File: src/rtl/nasti_bridge_pkg.sv
// Shared types and NASTI constants for the single-beat memory-to-NASTI bridge.
package nasti_bridge_pkg;

    typedef enum logic [2:0] {
        IDLE,
        WR,
        WR_B,
        RD_AR,
        RD_R,
        RSP
    } state_t;

    localparam logic [1:0] BURST_INCR  = 2'b01;
    localparam logic [1:0] RESP_OKAY   = 2'b00;
    localparam logic [1:0] RESP_EXOKAY = 2'b01;
    localparam logic [1:0] RESP_SLVERR = 2'b10;
    localparam logic [1:0] RESP_DECERR = 2'b11;

    // AxSIZE encoding for one full data-bus beat.
    function automatic logic [2:0] nasti_size(input int unsigned data_width);
        return 3'($clog2(data_width / 8));
    endfunction

endpackage

File: src/rtl/nasti_mem_bridge_if.sv
// NASTI channel interfaces; master modports face the bridge, slave modports face memory.
interface nasti_aw #(
    parameter int ID_WIDTH   = 1,
    parameter int ADDR_WIDTH = 16,
    parameter int USER_WIDTH = 1
);
    logic [ID_WIDTH-1:0]   id;
    logic [ADDR_WIDTH-1:0] addr;
    logic [7:0]            len;
    logic [2:0]            size;
    logic [1:0]            burst;
    logic                  lock;
    logic [3:0]            cache;
    logic [2:0]            prot;
    logic [3:0]            qos;
    logic [3:0]            region;
    logic [USER_WIDTH-1:0] user;
    logic                  valid;
    logic                  ready;

    modport master (output id, addr, len, size, burst, lock, cache, prot, qos, region, user, valid,
                    input ready);
    modport slave  (input id, addr, len, size, burst, lock, cache, prot, qos, region, user, valid,
                    output ready);
endinterface

interface nasti_w #(
    parameter int DATA_WIDTH = 128,
    parameter int USER_WIDTH = 1
);
    logic [DATA_WIDTH-1:0]   data;
    logic [DATA_WIDTH/8-1:0] strb;
    logic                    last;
    logic [USER_WIDTH-1:0]   user;
    logic                    valid;
    logic                    ready;

    modport master (output data, strb, last, user, valid, input ready);
    modport slave  (input data, strb, last, user, valid, output ready);
endinterface

interface nasti_ar #(
    parameter int ID_WIDTH   = 1,
    parameter int ADDR_WIDTH = 16,
    parameter int USER_WIDTH = 1
);
    logic [ID_WIDTH-1:0]   id;
    logic [ADDR_WIDTH-1:0] addr;
    logic [7:0]            len;
    logic [2:0]            size;
    logic [1:0]            burst;
    logic                  lock;
    logic [3:0]            cache;
    logic [2:0]            prot;
    logic [3:0]            qos;
    logic [3:0]            region;
    logic [USER_WIDTH-1:0] user;
    logic                  valid;
    logic                  ready;

    modport master (output id, addr, len, size, burst, lock, cache, prot, qos, region, user, valid,
                    input ready);
    modport slave  (input id, addr, len, size, burst, lock, cache, prot, qos, region, user, valid,
                    output ready);
endinterface

interface nasti_b #(
    parameter int ID_WIDTH   = 1,
    parameter int USER_WIDTH = 1
);
    logic [ID_WIDTH-1:0]   id;
    logic [1:0]            resp;
    logic [USER_WIDTH-1:0] user;
    logic                  valid;
    logic                  ready;

    modport master (input id, resp, user, valid, output ready);
    modport slave  (output id, resp, user, valid, input ready);
endinterface

interface nasti_r #(
    parameter int ID_WIDTH   = 1,
    parameter int DATA_WIDTH = 128,
    parameter int USER_WIDTH = 1
);
    logic [ID_WIDTH-1:0]   id;
    logic [DATA_WIDTH-1:0] data;
    logic [1:0]            resp;
    logic                  last;
    logic [USER_WIDTH-1:0] user;
    logic                  valid;
    logic                  ready;

    modport master (input id, data, resp, last, user, valid, output ready);
    modport slave  (output id, data, resp, last, user, valid, input ready);
endinterface

File: src/rtl/nasti_mem_bridge.sv
// Turns one-word request/response transfers into single-beat NASTI transactions,
// one outstanding at a time. Handshake outputs decode from registered state only.
module nasti_mem_bridge
    import nasti_bridge_pkg::*;
#(
    parameter int ID_WIDTH   = 1,
    parameter int ADDR_WIDTH = 16,
    parameter int DATA_WIDTH = 128,
    parameter int USER_WIDTH = 1
) (
    input  logic                    clk,
    input  logic                    rstn,

    input  logic                    req_valid,
    output logic                    req_ready,
    input  logic                    req_we,
    input  logic [ADDR_WIDTH-1:0]   req_addr,
    input  logic [DATA_WIDTH-1:0]   req_wdata,
    input  logic [DATA_WIDTH/8-1:0] req_strb,

    output logic                    rsp_valid,
    input  logic                    rsp_ready,
    output logic [DATA_WIDTH-1:0]   rsp_rdata,
    output logic                    rsp_err,

    nasti_aw.master                 aw,
    nasti_w.master                  w,
    nasti_ar.master                 ar,
    nasti_b.master                  b,
    nasti_r.master                  r
);

    localparam int              STRB_WIDTH = DATA_WIDTH / 8;
    localparam logic [2:0]      BEAT_SIZE  = nasti_size(DATA_WIDTH);
    localparam [ADDR_WIDTH-1:0] ALIGN_MASK = ~ADDR_WIDTH'(STRB_WIDTH - 1);

    if ((DATA_WIDTH < 8) || ((DATA_WIDTH & (DATA_WIDTH - 1)) != 0)) begin : g_bad_data_width
        $error("nasti_mem_bridge: DATA_WIDTH must be a power of two >= 8");
    end
    if (ADDR_WIDTH > 32) begin : g_bad_addr_width
        $error("nasti_mem_bridge: ADDR_WIDTH must not exceed 32");
    end

    state_t                  state_reg, state_next;
    logic                    aw_done_reg, aw_done_next;
    logic                    w_done_reg, w_done_next;
    logic [ADDR_WIDTH-1:0]   addr_reg, addr_next;
    logic [DATA_WIDTH-1:0]   wdata_reg, wdata_next;
    logic [STRB_WIDTH-1:0]   strb_reg, strb_next;
    logic [DATA_WIDTH-1:0]   rdata_reg, rdata_next;
    logic                    err_reg, err_next;

    logic                    aw_fire, w_fire;
    logic                    unused_inputs;

    assign aw_fire       = aw.valid && aw.ready;
    assign w_fire        = w.valid && w.ready;
    assign unused_inputs = ^{b.user, r.user};

    always_ff @(posedge clk) begin
        if (!rstn) begin
            state_reg   <= IDLE;
            aw_done_reg <= 1'b0;
            w_done_reg  <= 1'b0;
            addr_reg    <= '0;
            wdata_reg   <= '0;
            strb_reg    <= '0;
            rdata_reg   <= '0;
            err_reg     <= 1'b0;
        end else begin
            state_reg   <= state_next;
            aw_done_reg <= aw_done_next;
            w_done_reg  <= w_done_next;
            addr_reg    <= addr_next;
            wdata_reg   <= wdata_next;
            strb_reg    <= strb_next;
            rdata_reg   <= rdata_next;
            err_reg     <= err_next;
        end
    end

    always_comb begin
        state_next   = state_reg;
        aw_done_next = aw_done_reg;
        w_done_next  = w_done_reg;
        addr_next    = addr_reg;
        wdata_next   = wdata_reg;
        strb_next    = strb_reg;
        rdata_next   = rdata_reg;
        err_next     = err_reg;

        case (state_reg)
            IDLE: begin
                if (req_valid) begin
                    addr_next    = req_addr & ALIGN_MASK;
                    wdata_next   = req_wdata;
                    strb_next    = req_strb;
                    rdata_next   = '0;
                    err_next     = 1'b0;
                    aw_done_next = 1'b0;
                    w_done_next  = 1'b0;
                    state_next   = req_we ? WR : RD_AR;
                end
            end
            WR: begin
                // AW and W retire independently; leave only once both are done.
                aw_done_next = aw_done_reg | aw_fire;
                w_done_next  = w_done_reg | w_fire;
                if ((aw_done_reg | aw_fire) && (w_done_reg | w_fire)) begin
                    state_next = WR_B;
                end
            end
            WR_B: begin
                if (b.valid) begin
                    err_next   = b.resp[1] | (b.id != '0);
                    state_next = RSP;
                end
            end
            RD_AR: begin
                if (ar.ready) begin
                    state_next = RD_R;
                end
            end
            RD_R: begin
                if (r.valid) begin
                    rdata_next = r.data;
                    err_next   = r.resp[1] | !r.last | (r.id != '0);
                    state_next = RSP;
                end
            end
            RSP: begin
                if (rsp_ready) begin
                    state_next = IDLE;
                end
            end
            default: state_next = IDLE;
        endcase
    end

    assign req_ready = (state_reg == IDLE);
    assign rsp_valid = (state_reg == RSP);
    assign rsp_rdata = rdata_reg;
    assign rsp_err   = err_reg;

    assign aw.valid  = (state_reg == WR) && !aw_done_reg;
    assign aw.id     = '0;
    assign aw.addr   = addr_reg;
    assign aw.len    = 8'd0;
    assign aw.size   = BEAT_SIZE;
    assign aw.burst  = BURST_INCR;
    assign aw.lock   = 1'b0;
    assign aw.cache  = 4'd0;
    assign aw.prot   = 3'd0;
    assign aw.qos    = 4'd0;
    assign aw.region = 4'd0;
    assign aw.user   = '0;

    assign w.valid   = (state_reg == WR) && !w_done_reg;
    assign w.data    = wdata_reg;
    assign w.strb    = strb_reg;
    assign w.last    = 1'b1;
    assign w.user    = '0;

    assign ar.valid  = (state_reg == RD_AR);
    assign ar.id     = '0;
    assign ar.addr   = addr_reg;
    assign ar.len    = 8'd0;
    assign ar.size   = BEAT_SIZE;
    assign ar.burst  = BURST_INCR;
    assign ar.lock   = 1'b0;
    assign ar.cache  = 4'd0;
    assign ar.prot   = 3'd0;
    assign ar.qos    = 4'd0;
    assign ar.region = 4'd0;
    assign ar.user   = '0;

    // Stray B/R beats outside their wait states stay stalled.
    assign b.ready   = (state_reg == WR_B);
    assign r.ready   = (state_reg == RD_R);

endmodule

File: src/flat_wrapper.sv
// flat-port wrapper written by rule: the top's interface ports become plain ports
module nasti_mem_bridge_flat import nasti_bridge_pkg::*;
#(
    parameter int ID_WIDTH   = 1,
    parameter int ADDR_WIDTH = 16,
    parameter int DATA_WIDTH = 128,
    parameter int USER_WIDTH = 1
)
  (clk, rstn, req_valid, req_ready, req_we, req_addr, req_wdata, req_strb, rsp_valid, rsp_ready, rsp_rdata, rsp_err, aw_id, aw_addr, aw_len, aw_size, aw_burst, aw_lock, aw_cache, aw_prot, aw_qos, aw_region, aw_user, aw_valid, aw_ready, w_data, w_strb, w_last, w_user, w_valid, w_ready, ar_id, ar_addr, ar_len, ar_size, ar_burst, ar_lock, ar_cache, ar_prot, ar_qos, ar_region, ar_user, ar_valid, ar_ready, b_id, b_resp, b_user, b_valid, b_ready, r_id, r_data, r_resp, r_last, r_user, r_valid, r_ready);
  nasti_aw #(.ID_WIDTH(ID_WIDTH), .ADDR_WIDTH(ADDR_WIDTH), .USER_WIDTH(USER_WIDTH)) aw_i ();
  nasti_w #(.DATA_WIDTH(DATA_WIDTH), .USER_WIDTH(USER_WIDTH)) w_i ();
  nasti_ar #(.ID_WIDTH(ID_WIDTH), .ADDR_WIDTH(ADDR_WIDTH), .USER_WIDTH(USER_WIDTH)) ar_i ();
  nasti_b #(.ID_WIDTH(ID_WIDTH), .USER_WIDTH(USER_WIDTH)) b_i ();
  nasti_r #(.ID_WIDTH(ID_WIDTH), .DATA_WIDTH(DATA_WIDTH), .USER_WIDTH(USER_WIDTH)) r_i ();
  input  logic clk;
  input  logic rstn;
  input  logic req_valid;
  output logic req_ready;
  input  logic req_we;
  input  logic [ADDR_WIDTH-1:0] req_addr;
  input  logic [DATA_WIDTH-1:0] req_wdata;
  input  logic [DATA_WIDTH/8-1:0] req_strb;
  output logic rsp_valid;
  input  logic rsp_ready;
  output logic [DATA_WIDTH-1:0] rsp_rdata;
  output logic rsp_err;
  output wire logic [$bits(aw_i.id)-1:0] aw_id;
  output wire logic [$bits(aw_i.addr)-1:0] aw_addr;
  output wire logic [$bits(aw_i.len)-1:0] aw_len;
  output wire logic [$bits(aw_i.size)-1:0] aw_size;
  output wire logic [$bits(aw_i.burst)-1:0] aw_burst;
  output wire logic [$bits(aw_i.lock)-1:0] aw_lock;
  output wire logic [$bits(aw_i.cache)-1:0] aw_cache;
  output wire logic [$bits(aw_i.prot)-1:0] aw_prot;
  output wire logic [$bits(aw_i.qos)-1:0] aw_qos;
  output wire logic [$bits(aw_i.region)-1:0] aw_region;
  output wire logic [$bits(aw_i.user)-1:0] aw_user;
  output wire logic [$bits(aw_i.valid)-1:0] aw_valid;
  input wire logic [$bits(aw_i.ready)-1:0] aw_ready;
  output wire logic [$bits(w_i.data)-1:0] w_data;
  output wire logic [$bits(w_i.strb)-1:0] w_strb;
  output wire logic [$bits(w_i.last)-1:0] w_last;
  output wire logic [$bits(w_i.user)-1:0] w_user;
  output wire logic [$bits(w_i.valid)-1:0] w_valid;
  input wire logic [$bits(w_i.ready)-1:0] w_ready;
  output wire logic [$bits(ar_i.id)-1:0] ar_id;
  output wire logic [$bits(ar_i.addr)-1:0] ar_addr;
  output wire logic [$bits(ar_i.len)-1:0] ar_len;
  output wire logic [$bits(ar_i.size)-1:0] ar_size;
  output wire logic [$bits(ar_i.burst)-1:0] ar_burst;
  output wire logic [$bits(ar_i.lock)-1:0] ar_lock;
  output wire logic [$bits(ar_i.cache)-1:0] ar_cache;
  output wire logic [$bits(ar_i.prot)-1:0] ar_prot;
  output wire logic [$bits(ar_i.qos)-1:0] ar_qos;
  output wire logic [$bits(ar_i.region)-1:0] ar_region;
  output wire logic [$bits(ar_i.user)-1:0] ar_user;
  output wire logic [$bits(ar_i.valid)-1:0] ar_valid;
  input wire logic [$bits(ar_i.ready)-1:0] ar_ready;
  input wire logic [$bits(b_i.id)-1:0] b_id;
  input wire logic [$bits(b_i.resp)-1:0] b_resp;
  input wire logic [$bits(b_i.user)-1:0] b_user;
  input wire logic [$bits(b_i.valid)-1:0] b_valid;
  output wire logic [$bits(b_i.ready)-1:0] b_ready;
  input wire logic [$bits(r_i.id)-1:0] r_id;
  input wire logic [$bits(r_i.data)-1:0] r_data;
  input wire logic [$bits(r_i.resp)-1:0] r_resp;
  input wire logic [$bits(r_i.last)-1:0] r_last;
  input wire logic [$bits(r_i.user)-1:0] r_user;
  input wire logic [$bits(r_i.valid)-1:0] r_valid;
  output wire logic [$bits(r_i.ready)-1:0] r_ready;
  assign aw_id = aw_i.id;
  assign aw_addr = aw_i.addr;
  assign aw_len = aw_i.len;
  assign aw_size = aw_i.size;
  assign aw_burst = aw_i.burst;
  assign aw_lock = aw_i.lock;
  assign aw_cache = aw_i.cache;
  assign aw_prot = aw_i.prot;
  assign aw_qos = aw_i.qos;
  assign aw_region = aw_i.region;
  assign aw_user = aw_i.user;
  assign aw_valid = aw_i.valid;
  assign aw_i.ready = aw_ready;
  assign w_data = w_i.data;
  assign w_strb = w_i.strb;
  assign w_last = w_i.last;
  assign w_user = w_i.user;
  assign w_valid = w_i.valid;
  assign w_i.ready = w_ready;
  assign ar_id = ar_i.id;
  assign ar_addr = ar_i.addr;
  assign ar_len = ar_i.len;
  assign ar_size = ar_i.size;
  assign ar_burst = ar_i.burst;
  assign ar_lock = ar_i.lock;
  assign ar_cache = ar_i.cache;
  assign ar_prot = ar_i.prot;
  assign ar_qos = ar_i.qos;
  assign ar_region = ar_i.region;
  assign ar_user = ar_i.user;
  assign ar_valid = ar_i.valid;
  assign ar_i.ready = ar_ready;
  assign b_i.id = b_id;
  assign b_i.resp = b_resp;
  assign b_i.user = b_user;
  assign b_i.valid = b_valid;
  assign b_ready = b_i.ready;
  assign r_i.id = r_id;
  assign r_i.data = r_data;
  assign r_i.resp = r_resp;
  assign r_i.last = r_last;
  assign r_i.user = r_user;
  assign r_i.valid = r_valid;
  assign r_ready = r_i.ready;
  nasti_mem_bridge #(.ID_WIDTH(ID_WIDTH), .ADDR_WIDTH(ADDR_WIDTH), .DATA_WIDTH(DATA_WIDTH), .USER_WIDTH(USER_WIDTH)) u_core (.clk(clk), .rstn(rstn), .req_valid(req_valid), .req_ready(req_ready), .req_we(req_we), .req_addr(req_addr), .req_wdata(req_wdata), .req_strb(req_strb), .rsp_valid(rsp_valid), .rsp_ready(rsp_ready), .rsp_rdata(rsp_rdata), .rsp_err(rsp_err), .aw(aw_i), .w(w_i), .ar(ar_i), .b(b_i), .r(r_i));
endmodule
File: config.mk
export PLATFORM = sky130hd
export DESIGN_NAME = nasti_mem_bridge_flat
export DESIGN_NICKNAME = d
export VERILOG_FILES = /design/src/rtl/nasti_bridge_pkg.sv /design/src/rtl/nasti_mem_bridge_if.sv /design/src/rtl/nasti_mem_bridge.sv /design/src/flat_wrapper.sv
export SDC_FILE = /design/constraint.sdc
export NUM_CORES = 1
export LEC_CHECK = 0
export ABC_CLOCK_PERIOD_IN_PS = 2500
export BUFFER_PORTS_ARGS = -buffer_cell sky130_fd_sc_hd__buf_2
export CORE_AREA = 10 10 256 258
export DETAILED_ROUTE_END_ITERATION = 8
export DIE_AREA = 0 0 266 268
export PLACE_DENSITY = 0.44
export SKIP_CTS_REPAIR_TIMING = 1
export SLEW_MARGIN = 20
export SYNTH_ARGS = -nofsm -noshare
export SYNTH_HDL_FRONTEND = slang
export SYNTH_SLANG_ARGS = --single-unit
File: constraint.sdc
create_clock -name clk -period 2.5 [get_ports clk]
set_input_delay 0.125 -clock clk [delete_from_list [all_inputs] [get_ports clk]]
set_output_delay 0.125 -clock clk [all_outputs]
set_load 0.01 [all_outputs]
Word level (Yosys, flattened, before mapping)
Cells that the tools add are included. W data, S select, Z words.

Input port bits: 307. Output and inout port bits: 376. Logic and storage cells: 58. Bits in registers: 290.

Bitwise gates (word level): 5. Reductions and logical operators: 17. Multiplexer cells: 17. Equality and inequality tests: 11.

Operators with widths (count): $mux W128 (2); $pmux W128 S2 (1); $mux W3 (6); $pmux W3 S6 (1); $eq A3 B2 Y1 const B (2); $eq A3 B3 Y1 const B (2); $ne A2 B1 Y1 const B (3); $ne A2 B2 Y1 const B (3); $reduce_and A6 Y1 (1); $logic_and A1 B1 Y1 (5); $or A1 B1 Y1 (5); $pmux W1 S2 (2); $reduce_and A2 Y1 (2); $reduce_and A4 Y1 (1); $reduce_bool A2 Y1 (2); $eq A3 B1 Y1 const B (1); $logic_not A1 Y1 (3); $logic_not A3 Y1 (1); $mux W1 (3); $pmux W1 S3 (1); $reduce_and A3 Y1 (1); $reduce_bool A3 Y1 (1); $mux W2 (1).

Depth between registers and ports, before layout
Gate-level depths: netlist of run 1.

Word-level depth: 7. Mapped depth: 6. Depth with buffers taken out: 4.

Least setup slack after synthesis of run 1
No wires, ideal clock.

Path type: flip-flop to flip-flop. Start point: register u_core.state_reg[2]. End point: register u_core.rdata_reg[117] (netlist: u_core.rsp_rdata[117]). Data required time: 2.430 ns. Setup slack: 1.108 ns. Buffers on the path: 2. Arrival time: 1.322 ns. Setup time: 0.070 ns. Cell stages (with the launch flop): 7. Clock period less this slack: 1.392 ns. Cells stage by stage: dfxtp_1 -> mux2i_2 -> nand2b_1 -> buf_4 -> buf_2 -> nand2_1 -> a21boi_1.

Longest elaborated chain between the ends: 3. Elaborated cells between the ends (all ways): 7. Those cells by class: 3 x eq/ne; 1 x mux; 3 x reduce/logical.

RTL lines: start, declared (RTL line nasti_mem_bridge.sv:44) `state_t state_reg, state_next;`; start signal, assigned (RTL line nasti_mem_bridge.sv:71) `state_reg <= state_next;`; $eq A3 B3 Y1 or $logic_not A3 Y1 (tied branches) (RTL line nasti_mem_bridge.sv:92) `case (state_reg)`; $ne A2 B2 Y1 (no source line) or $reduce_bool A2 Y1 (tied branches); $reduce_and A3 Y1 (no source line); end signal, assigned (RTL line nasti_mem_bridge.sv:77) `rdata_reg <= rdata_next;`; end, declared (RTL line nasti_mem_bridge.sv:50) `logic [DATA_WIDTH-1:0] rdata_reg, rdata_next;`.

Parallel ways exist; a longest one is shown, timed or not. A chain may end at the register's enable or synchronous reset.

Worst setup path in the final report of run 1
Start point: register u_core.state_reg[1]. End point: output b_ready.

Longest elaborated chain between the ends: 1.

RTL lines: $eq A3 B2 Y1 (RTL line nasti_mem_bridge.sv:178) `assign b.ready = (state_reg == WR_B);`; end, declared (RTL line flat_wrapper.sv:63) `output wire logic [$bits(b_i.ready)-1:0] b_ready;`.

No other way between the ends.

==> qor_table.md, run 1 <==
| Step | Result | This run |
| --- | --- | --- |
| global route | Met3 track utilization from global routing | 5.448% |
| min path | Worst min-delay path category | input port to flip-flop |
| clock network | Clk pin slew, worst setup/hold paths | 0.06 ns |
| worst setup path | Critical Path Slowest Stage Cell | sky130_fd_sc_hd__dfxtp_1 |
| outcome | Result of the run | finished clean |
| sta | Peak Freq | 0.4633 GHz |
| worst setup path | Maximum single-stage delay on the critical path | 0.48 ns |
| synthesis | Number of different library cells in the post-synthesis netlist | 34 |
| synthesis | Xor/xnor cell area share of the yosys netlist | 0% |
| clock network | Root buffer cell | sky130_fd_sc_hd__clkbuf_16 |
| clock network | Num Clock Sinks | 290 |
| final layout | Storage cell area | 5809 um^2 |
| final layout | End-of-flow core utilization | 31.98% |
| synthesis | Number of warnings printed during yosys synthesis | 0 |
| synthesis | Main combinational cell family by area after synthesis | simple AND/OR/NAND/NOR gates |
| worst setup path | Crit path DAT | 2.03 ns |
| power and ir drop | Leakage | 8.667 nW |
| die | CORE AREA | 60130 um^2 |
| min path | Origin of the worst min-delay path | req_we |
| die | Starting density of the core | 19.59% |
| sta | Number of max-slew violations in the final report | 0 |
| worst setup path | Peak fanout along the critical path | 8 |
| final layout | Area taken by multi-input logic gates | 5007 um^2 |
| synthesis | Top cells by area, synth | sky130_fd_sc_hd__dfxtp_1 49%, sky130_fd_sc_hd__a21boi_1 15%, sky130_fd_sc_hd__nand2_1 14% |
| worst setup path | Reg-to-reg startpoint | u_core.state_reg[2]$_SDFFE_PN0P_ |
| worst setup path | R2r endpoint | u_core.rsp_rdata[43]$_SDFFE_PN0P_ |
| worst setup path | Reg2reg setup slack | 0.56 ns |
| sta | Max_slew headroom | 51.88% |
| synthesis | Area share of and/or/nand/nor cells after synthesis | 20.78% |
| global route | Met2 demand-to-capacity share in global routing | 21.79% |
| global route | Largest net degree at the start of global routing | 135 |
| placed design | Placed cell areas | 15270 um^2 |
| sta | Worst Hold Margin | 0.03300 ns |
| sta | Post-layout minimum cycle time | 2.158 ns |
| final layout | Post-layout nets | 2533 |
| global route | Wire length of the first global-routing pass | 70610 um |
| synthesis | Cell accounting for the most synthesized area | sky130_fd_sc_hd__dfxtp_1 |
| worst setup path | Critical path start-end classification | flip-flop to output pin |
| flow run | Count of max-cap constraint violations | 0 |
| drt | Vias post-DR | 12240 |
| sta | Portion of the clock cycle consumed by the worst path in the final layout | 86.33% |
| final layout | Number of inserted filler cells in the final layout | 6361 |
| worst setup path | CP Buf/Inv Count | 2 |
| die | DIE AREA | 71290 um^2 |
| sta | Final number of setup-violating endpoints | 0 |
| drt | Number of detailed-routing iterations run before antenna repair | 5 |
| synthesis | Multiplexer share of the synthesized area | 0.2018% |
| worst setup path | Worst setup path endpoint | b_ready |
| worst setup path | Critical path launch point | u_core.state_reg[1]$_SDFFE_PN0P_ |
| die | Chip Width | 266 um |
| die | Floorplan die height | 268 um |
| synthesis | Synthesized area per cell | 8.524 um^2 |
| sta | Pin slew with the least headroom to its limit | 0.7217 ns |
| clock network | Buffer levels on the longest clock path | 3 |
| synthesis | Register area share after synthesis | 49.28% |
| final layout | Final cell area excluding filler cells | 19230 um^2 |
| drt | Drt via density | 4.038 |
| drt | Iter 0 DRT Violations | 611 |
| drt | Routed Antenna Nets | 0 |
| sta | Final-layout setup total negative slack | 0 ns |
| worst setup path | Worst Path Required | 2.38 ns |
| global route | Number of antenna violations at the first check in global routing | 1 |
| final layout | Non-filler instance count after layout | 3031 |
| sta | Clock skew | 0.007449 ns |
| worst setup path | Total number of cells along the worst setup path | 4 |
| power and ir drop | Peak VDD IR | 0.5018 mV |
| synthesis | Count of mapped cells out of synthesis | 1382 |
| synthesis | Register bit total from synthesis | 290 |
| clock network | TritonCTS clock tree | yes |
| placed design | Placed Instances | 2683 |
| synthesis | Share of the synthesized area in the top cell type | 49.28% |
| final layout | Diodes inserted | 0 |
| clock network | Number of buffers inserted during clock tree synthesis | 37 |
| die | Number of placed I/O pins | 683 |
| worst setup path | CP startpoint kind | flip-flop |
| worst setup path | Cell repeated most along the worst path | sky130_fd_sc_hd__nor2b_1 |
| placed design | HPWL reported at the end of detailed placement | 37340 um |
| synthesis | Synth Area in Adders | 0% |
| global route | Number of global-route vias before repair | 11219 |
| clock network | Level count of the clock H-tree | 2 |
| placed design | Port bufs | 602 |
| drt | DRC errors left | 0 |
| sta | Unrepaired setup endpoints after global routing | no |
| global route | Busiest layer in global routing | met2 |
| global route | Total GRT Usage | 12.61% |
| clock network | Clock latency on the worst-skew pair | 0.53 ns |
| global route | Total overflow reported by the global router | 0 |
| sta | Final Hold Violating Endpoints | 0 |
| global route | GR Layer Usage met1 | 14.00% |
| final layout | Commonest non-fill, non-tap cell in the layout | sky130_fd_sc_hd__buf_2 |
| drt | Routed wire length per instance | 16.69 um |
| final layout | Area Growth Syn to Fin | 63.26% |
| final layout | Layout cell share with drive strength beyond 1 | 31.39% |
| synthesis | Post-synthesis compound-gate area fraction | 19.03% |
| worst setup path | Kind of capture point of the worst setup path | output pin |
| die | Site Rows | 90 |
| synthesis | Post-Synthesis Cell Area | 11780 um^2 |
| final layout | Most frequent cells in the layout | 601 x sky130_fd_sc_hd__buf_2, 444 x sky130_fd_sc_hd__nand2_1, 289 x sky130_fd_sc_hd__dfxtp_1 |
| worst setup path | Cell Chain, Critical Path | buf_4 > nor2b_1 > nor2b_1 > buf_2 |
| placed design | Routability Congestion | 0.7831 |
| worst setup path | Depth of the worst register-to-register path | 5 |
| drt | Aggregate routed wire length | 50590 um |
| power and ir drop | Pwr per Cell Area | 867.6 nW/um^2 |
| worst setup path | Kind of cell adding the most delay to the critical path | simple AND/OR/NAND/NOR gates |
==> worst min path at each step <==
| stage | to | slack [ns] | cells past startpoint |
|---|---|---|---|
| floorplan | u_core.w.data[0]$_SDFFE_PN0P_ | 0.26 | 2 |
| global placement | u_core.w.data[23]$_SDFFE_PN0P_ | 0.36 | 3 |
| detailed placement | u_core.w.data[85]$_SDFFE_PN0P_ | 0.37 | 3 |
| CTS | u_core.w.data[110]$_SDFFE_PN0P_ | -0.22 | 3 |
| global route | u_core.state_reg[1]$_SDFFE_PN0P_ | 0.02 | 4 |
| finish | u_core.state_reg[1]$_SDFFE_PN0P_ | 0.03 | 4 |
==> metrics by stage <==
| stage | total power, mW | setup slack, ns |
|---|---|---|
| 6_report | 16.69 | 0.3417 |
| 5_1_grt | 17.80 | 0.1856 |
| 4_1_cts | 16.65 | 0.2489 |
| 3_5_place_dp | 11.59 | 0.5083 |
| 3_3_place_gp | 11.53 | 0.5608 |
| 2_1_floorplan | 9.371 | 1.108 |
==> cell usage after synthesis <==
| library cell | n |
|---|---|
| sky130_fd_sc_hd__dfxtp_1 | 290 |
| sky130_fd_sc_hd__mux2i_1 | 1 |
| sky130_fd_sc_hd__and2_1 | 2 |
| sky130_fd_sc_hd__nor3b_1 | 2 |
| sky130_fd_sc_hd__nand3b_1 | 1 |
| sky130_fd_sc_hd__o2111ai_1 | 1 |
| sky130_fd_sc_hd__conb_1 | 2 |
| sky130_fd_sc_hd__nor3_1 | 1 |
| sky130_fd_sc_hd__mux2i_2 | 1 |
| sky130_fd_sc_hd__buf_6 | 1 |
| sky130_fd_sc_hd__nand2b_1 | 1 |
| sky130_fd_sc_hd__nor3_2 | 2 |
| sky130_fd_sc_hd__clkbuf_1 | 36 |
| sky130_fd_sc_hd__a21o_1 | 1 |
| sky130_fd_sc_hd__o22ai_1 | 1 |
| sky130_fd_sc_hd__o21ai_0 | 1 |
| sky130_fd_sc_hd__buf_4 | 123 |
| sky130_fd_sc_hd__and4bb_2 | 1 |
| sky130_fd_sc_hd__nor2_1 | 6 |
| sky130_fd_sc_hd__a21oi_1 | 4 |
| sky130_fd_sc_hd__inv_1 | 3 |
| sky130_fd_sc_hd__nor3b_2 | 1 |
| sky130_fd_sc_hd__buf_1 | 2 |
| sky130_fd_sc_hd__a221oi_4 | 1 |
| sky130_fd_sc_hd__nand3_1 | 128 |
| sky130_fd_sc_hd__o41ai_1 | 1 |
| sky130_fd_sc_hd__o211a_1 | 1 |
| sky130_fd_sc_hd__and4b_1 | 1 |
| sky130_fd_sc_hd__nand2_1 | 445 |
| sky130_fd_sc_hd__buf_2 | 33 |
| sky130_fd_sc_hd__a21boi_1 | 236 |
| sky130_fd_sc_hd__o311a_1 | 1 |
| sky130_fd_sc_hd__a21boi_0 | 49 |
| sky130_fd_sc_hd__nor2b_1 | 2 |
==> worst reg2reg max path, delay by kind of cell (launching register included) <==
family | cells | cell delay, ns
AO/OA/AOI/OAI | 1 | 0.13
buffers and inverters | 1 | 0.38
multiplexers | 1 | 0.42
AND/OR/NAND/NOR | 2 | 0.56
flip-flops | 1 | 0.39
==> final cells by class <==
class | count | area share, %
Timing Repair Buffer | 930 | 32.87
Sequential cell | 290 | 30.21
Clock inverter | 9 | 0.2993
Clock buffer | 53 | 5.439
Tap cell | 782 | 5.087
Inverter | 3 | 0.05855
Multi-Input combinational cell | 964 | 26.04
==> layer usage <==
layer  part of all wire [%]  wire [um]
met1                     40      20460
met2                     49      24760
met3                    8.6       4366
met4                    2.0        993
met5                  0.026         13
==> power by group <==
part           internal, mW  switching [mW]  total [mW]
clock network          2.90            2.03        4.93
logic                  2.22            3.75        5.97
registers              5.38           0.409        5.79
total                  10.5            6.19        16.7
==> logic make-up (layout without fill, tap and decap cells) <==
kind of cell / after synthesis / count (layout)
DFF: 290 / 290
muxes: 2 / 2
other: 2 / 72
AOI/OAI and AO/OA: 297 / 297
and+or+nand+nor: 593 / 593
buffers and inverters: 198 / 995
Note: power is estimated with default switching activity, not from simulation.
==> run 2, diff against run 1 <==
Settings changed: CTS_BUF_LIST set to sky130_fd_sc_hd__clkbuf_4 sky130_fd_sc_hd__clkbuf_8 sky130_fd_sc_hd__clkbuf_16.
==> qor_table.md, run 2 (synthesis results as in run 1) <==
| Step | Result | This run |
| --- | --- | --- |
| sta | Final number of setup-violating endpoints | 0 |
| die | DIE AREA | 71290 um^2 |
| drt | DRC errors left | 0 |
| clock network | Buffer levels on the longest clock path | 3 |
| global route | Wire length of the first global-routing pass | 70570 um |
| power and ir drop | Overall Power | 16.78 mW |
| drt | Routed wire length per instance | 16.62 um |
| worst setup path | Worst setup path endpoint | b_ready |
| drt | Iter 0 DRT Violations | 638 |
| final layout | Commonest non-fill, non-tap cell in the layout | sky130_fd_sc_hd__buf_2 |
| worst setup path | Worst Path Required | 2.38 ns |
| worst setup path | Reg-to-reg startpoint | u_core.state_reg[2]$_SDFFE_PN0P_ |
| die | Starting density of the core | 19.59% |
| clock network | Clk pin slew, worst setup/hold paths | 0.06 ns |
| final layout | Post-layout nets | 2533 |
| placed design | Placed cell areas | 15270 um^2 |
| worst setup path | Reg2reg setup slack | 0.57 ns |
| clock network | TritonCTS clock tree | yes |
| clock network | Number of buffers inserted during clock tree synthesis | 37 |
| worst setup path | Cell repeated most along the worst path | sky130_fd_sc_hd__nor2b_1 |
| worst setup path | Crit path DAT | 2.01 ns |
| clock network | Num Clock Sinks | 290 |
| drt | Drt via density | 4.039 |
| sta | Pin slew with the least headroom to its limit | 0.7334 ns |
| clock network | Root buffer cell | sky130_fd_sc_hd__clkbuf_16 |
| placed design | Routability Congestion | 0.7831 |
| sta | Max_slew headroom | 51.11% |
| worst setup path | CP startpoint kind | flip-flop |
| worst setup path | Cell Chain, Critical Path | buf_4 > nor2b_1 > nor2b_1 > buf_2 |
| worst setup path | Critical Path Slowest Stage Cell | sky130_fd_sc_hd__dfxtp_1 |
| final layout | Area Growth Syn to Fin | 63.58% |
| power and ir drop | Pwr per Cell Area | 870.7 nW/um^2 |
| placed design | Port bufs | 602 |
| sta | Final-layout setup total negative slack | 0 ns |
| final layout | Final cell area excluding filler cells | 19270 um^2 |
| final layout | Diodes inserted | 0 |
| placed design | Placed Instances | 2683 |
| die | CORE AREA | 60130 um^2 |
| final layout | Most frequent cells in the layout | 601 x sky130_fd_sc_hd__buf_2, 444 x sky130_fd_sc_hd__nand2_1, 289 x sky130_fd_sc_hd__dfxtp_1 |
| die | Chip Width | 266 um |
| sta | Peak Freq | 0.4691 GHz |
| worst setup path | Kind of cell adding the most delay to the critical path | simple AND/OR/NAND/NOR gates |
| global route | Total overflow reported by the global router | 0 |
| placed design | HPWL reported at the end of detailed placement | 37340 um |
| global route | Number of antenna violations at the first check in global routing | 1 |
| global route | Number of global-route vias before repair | 11221 |
| die | Number of placed I/O pins | 683 |
| final layout | Layout cell share with drive strength beyond 1 | 31.84% |
| drt | Number of detailed-routing iterations run before antenna repair | 5 |
| sta | Unrepaired setup endpoints after global routing | no |
| power and ir drop | Peak VDD IR | 0.5009 mV |
| final layout | Non-filler instance count after layout | 3031 |
| sta | Portion of the clock cycle consumed by the worst path in the final layout | 85.27% |
| outcome | Result of the run | finished clean |
| min path | Worst min-delay path category | input port to flip-flop |
| worst setup path | Peak fanout along the critical path | 8 |
| sta | Post-layout minimum cycle time | 2.132 ns |
| worst setup path | Critical path start-end classification | flip-flop to output pin |
| global route | Largest net degree at the start of global routing | 135 |
| worst setup path | CP Buf/Inv Count | 2 |
| die | Floorplan die height | 268 um |
| worst setup path | Critical path launch point | u_core.state_reg[1]$_SDFFE_PN0P_ |
| sta | Final Hold Violating Endpoints | 0 |
| flow run | Count of max-cap constraint violations | 0 |
| clock network | Clock latency on the worst-skew pair | 0.53 ns |
| global route | Total GRT Usage | 12.59% |
| drt | Aggregate routed wire length | 50380 um |
| sta | Number of max-slew violations in the final report | 0 |
| worst setup path | Total number of cells along the worst setup path | 4 |
| clock network | Level count of the clock H-tree | 2 |
| worst setup path | Maximum single-stage delay on the critical path | 0.48 ns |
| sta | Clock skew | 0.009324 ns |
| worst setup path | R2r endpoint | u_core.rsp_rdata[43]$_SDFFE_PN0P_ |
| power and ir drop | Leakage | 8.701 nW |
| worst setup path | Kind of capture point of the worst setup path | output pin |
| worst setup path | Depth of the worst register-to-register path | 5 |
| die | Site Rows | 90 |
| drt | Routed Antenna Nets | 0 |
| drt | Vias post-DR | 12241 |
==> run 2: cell types whose count changed in the layout (fill, tap and decap cells not counted) <==
cell                       before  now
sky130_fd_sc_hd__clkbuf_1      10    0
sky130_fd_sc_hd__clkbuf_4       0   10
==> run 2: layout make-up <==
type	count	area, um^2
clock buffer	53	1084
clock inverter	9	57.56
fill	6353	40860
inverter	3	11.26
multi-input combinational	964	5007
sequential	290	5809
tap	782	978.4
timing repair buffer	930	6322
==> run 2: power breakdown <==
group / internal [mW] / total, mW / switching [mW]
clock: 3.01 / 5.03 / 2.03
combinational: 2.22 / 5.95 / 3.73
sequential: 5.38 / 5.79 / 0.408
total: 10.6 / 16.8 / 6.17
==> run 2: how the worst min path moves through the flow <==
stage,from,end,slack [ns],cells past startpoint
floorplan,req_wdata[0],u_core.w.data[0]$_SDFFE_PN0P_,0.26,2
global placement,req_wdata[23],u_core.w.data[23]$_SDFFE_PN0P_,0.36,3
detailed placement,req_wdata[85],u_core.w.data[85]$_SDFFE_PN0P_,0.37,3
CTS,req_wdata[110],u_core.w.data[110]$_SDFFE_PN0P_,-0.22,3
global route,req_we,u_core.state_reg[1]$_SDFFE_PN0P_,0.03,4
finish,req_we,u_core.state_reg[1]$_SDFFE_PN0P_,0.04,4
==> run 2: routing by layer <==
layer | track usage [%] | vias up | routed length [um]
met2 | 21.81 | 461 | 24660
met4 | 3.305 | 2 | 1048
met1 | 13.96 | 5642 | 20370
met3 | 5.384 | 65 | 4297
met5 | 0 | - | 7
li1 | - | 6071 | -
==> run 2: metrics by stage <==
stage	setup WS, ns	util [%]	hold slack [ns]
after floorplan	1.108	-	0.2598
after global placement	0.5608	25.39	0.3648
after detailed placement	0.5083	25.39	0.3705
after CTS	0.2492	27.28	-0.2194
after global routing	0.1965	32.05	0.02613
final	0.3682	32.05	0.04419
==> run 2: worst min-delay path: stages <==
cell and delay, ns:
sky130_fd_sc_hd__buf_2 0.09, sky130_fd_sc_hd__inv_1 0.04, sky130_fd_sc_hd__o2111ai_1 0.18, sky130_fd_sc_hd__a21boi_1 0.07
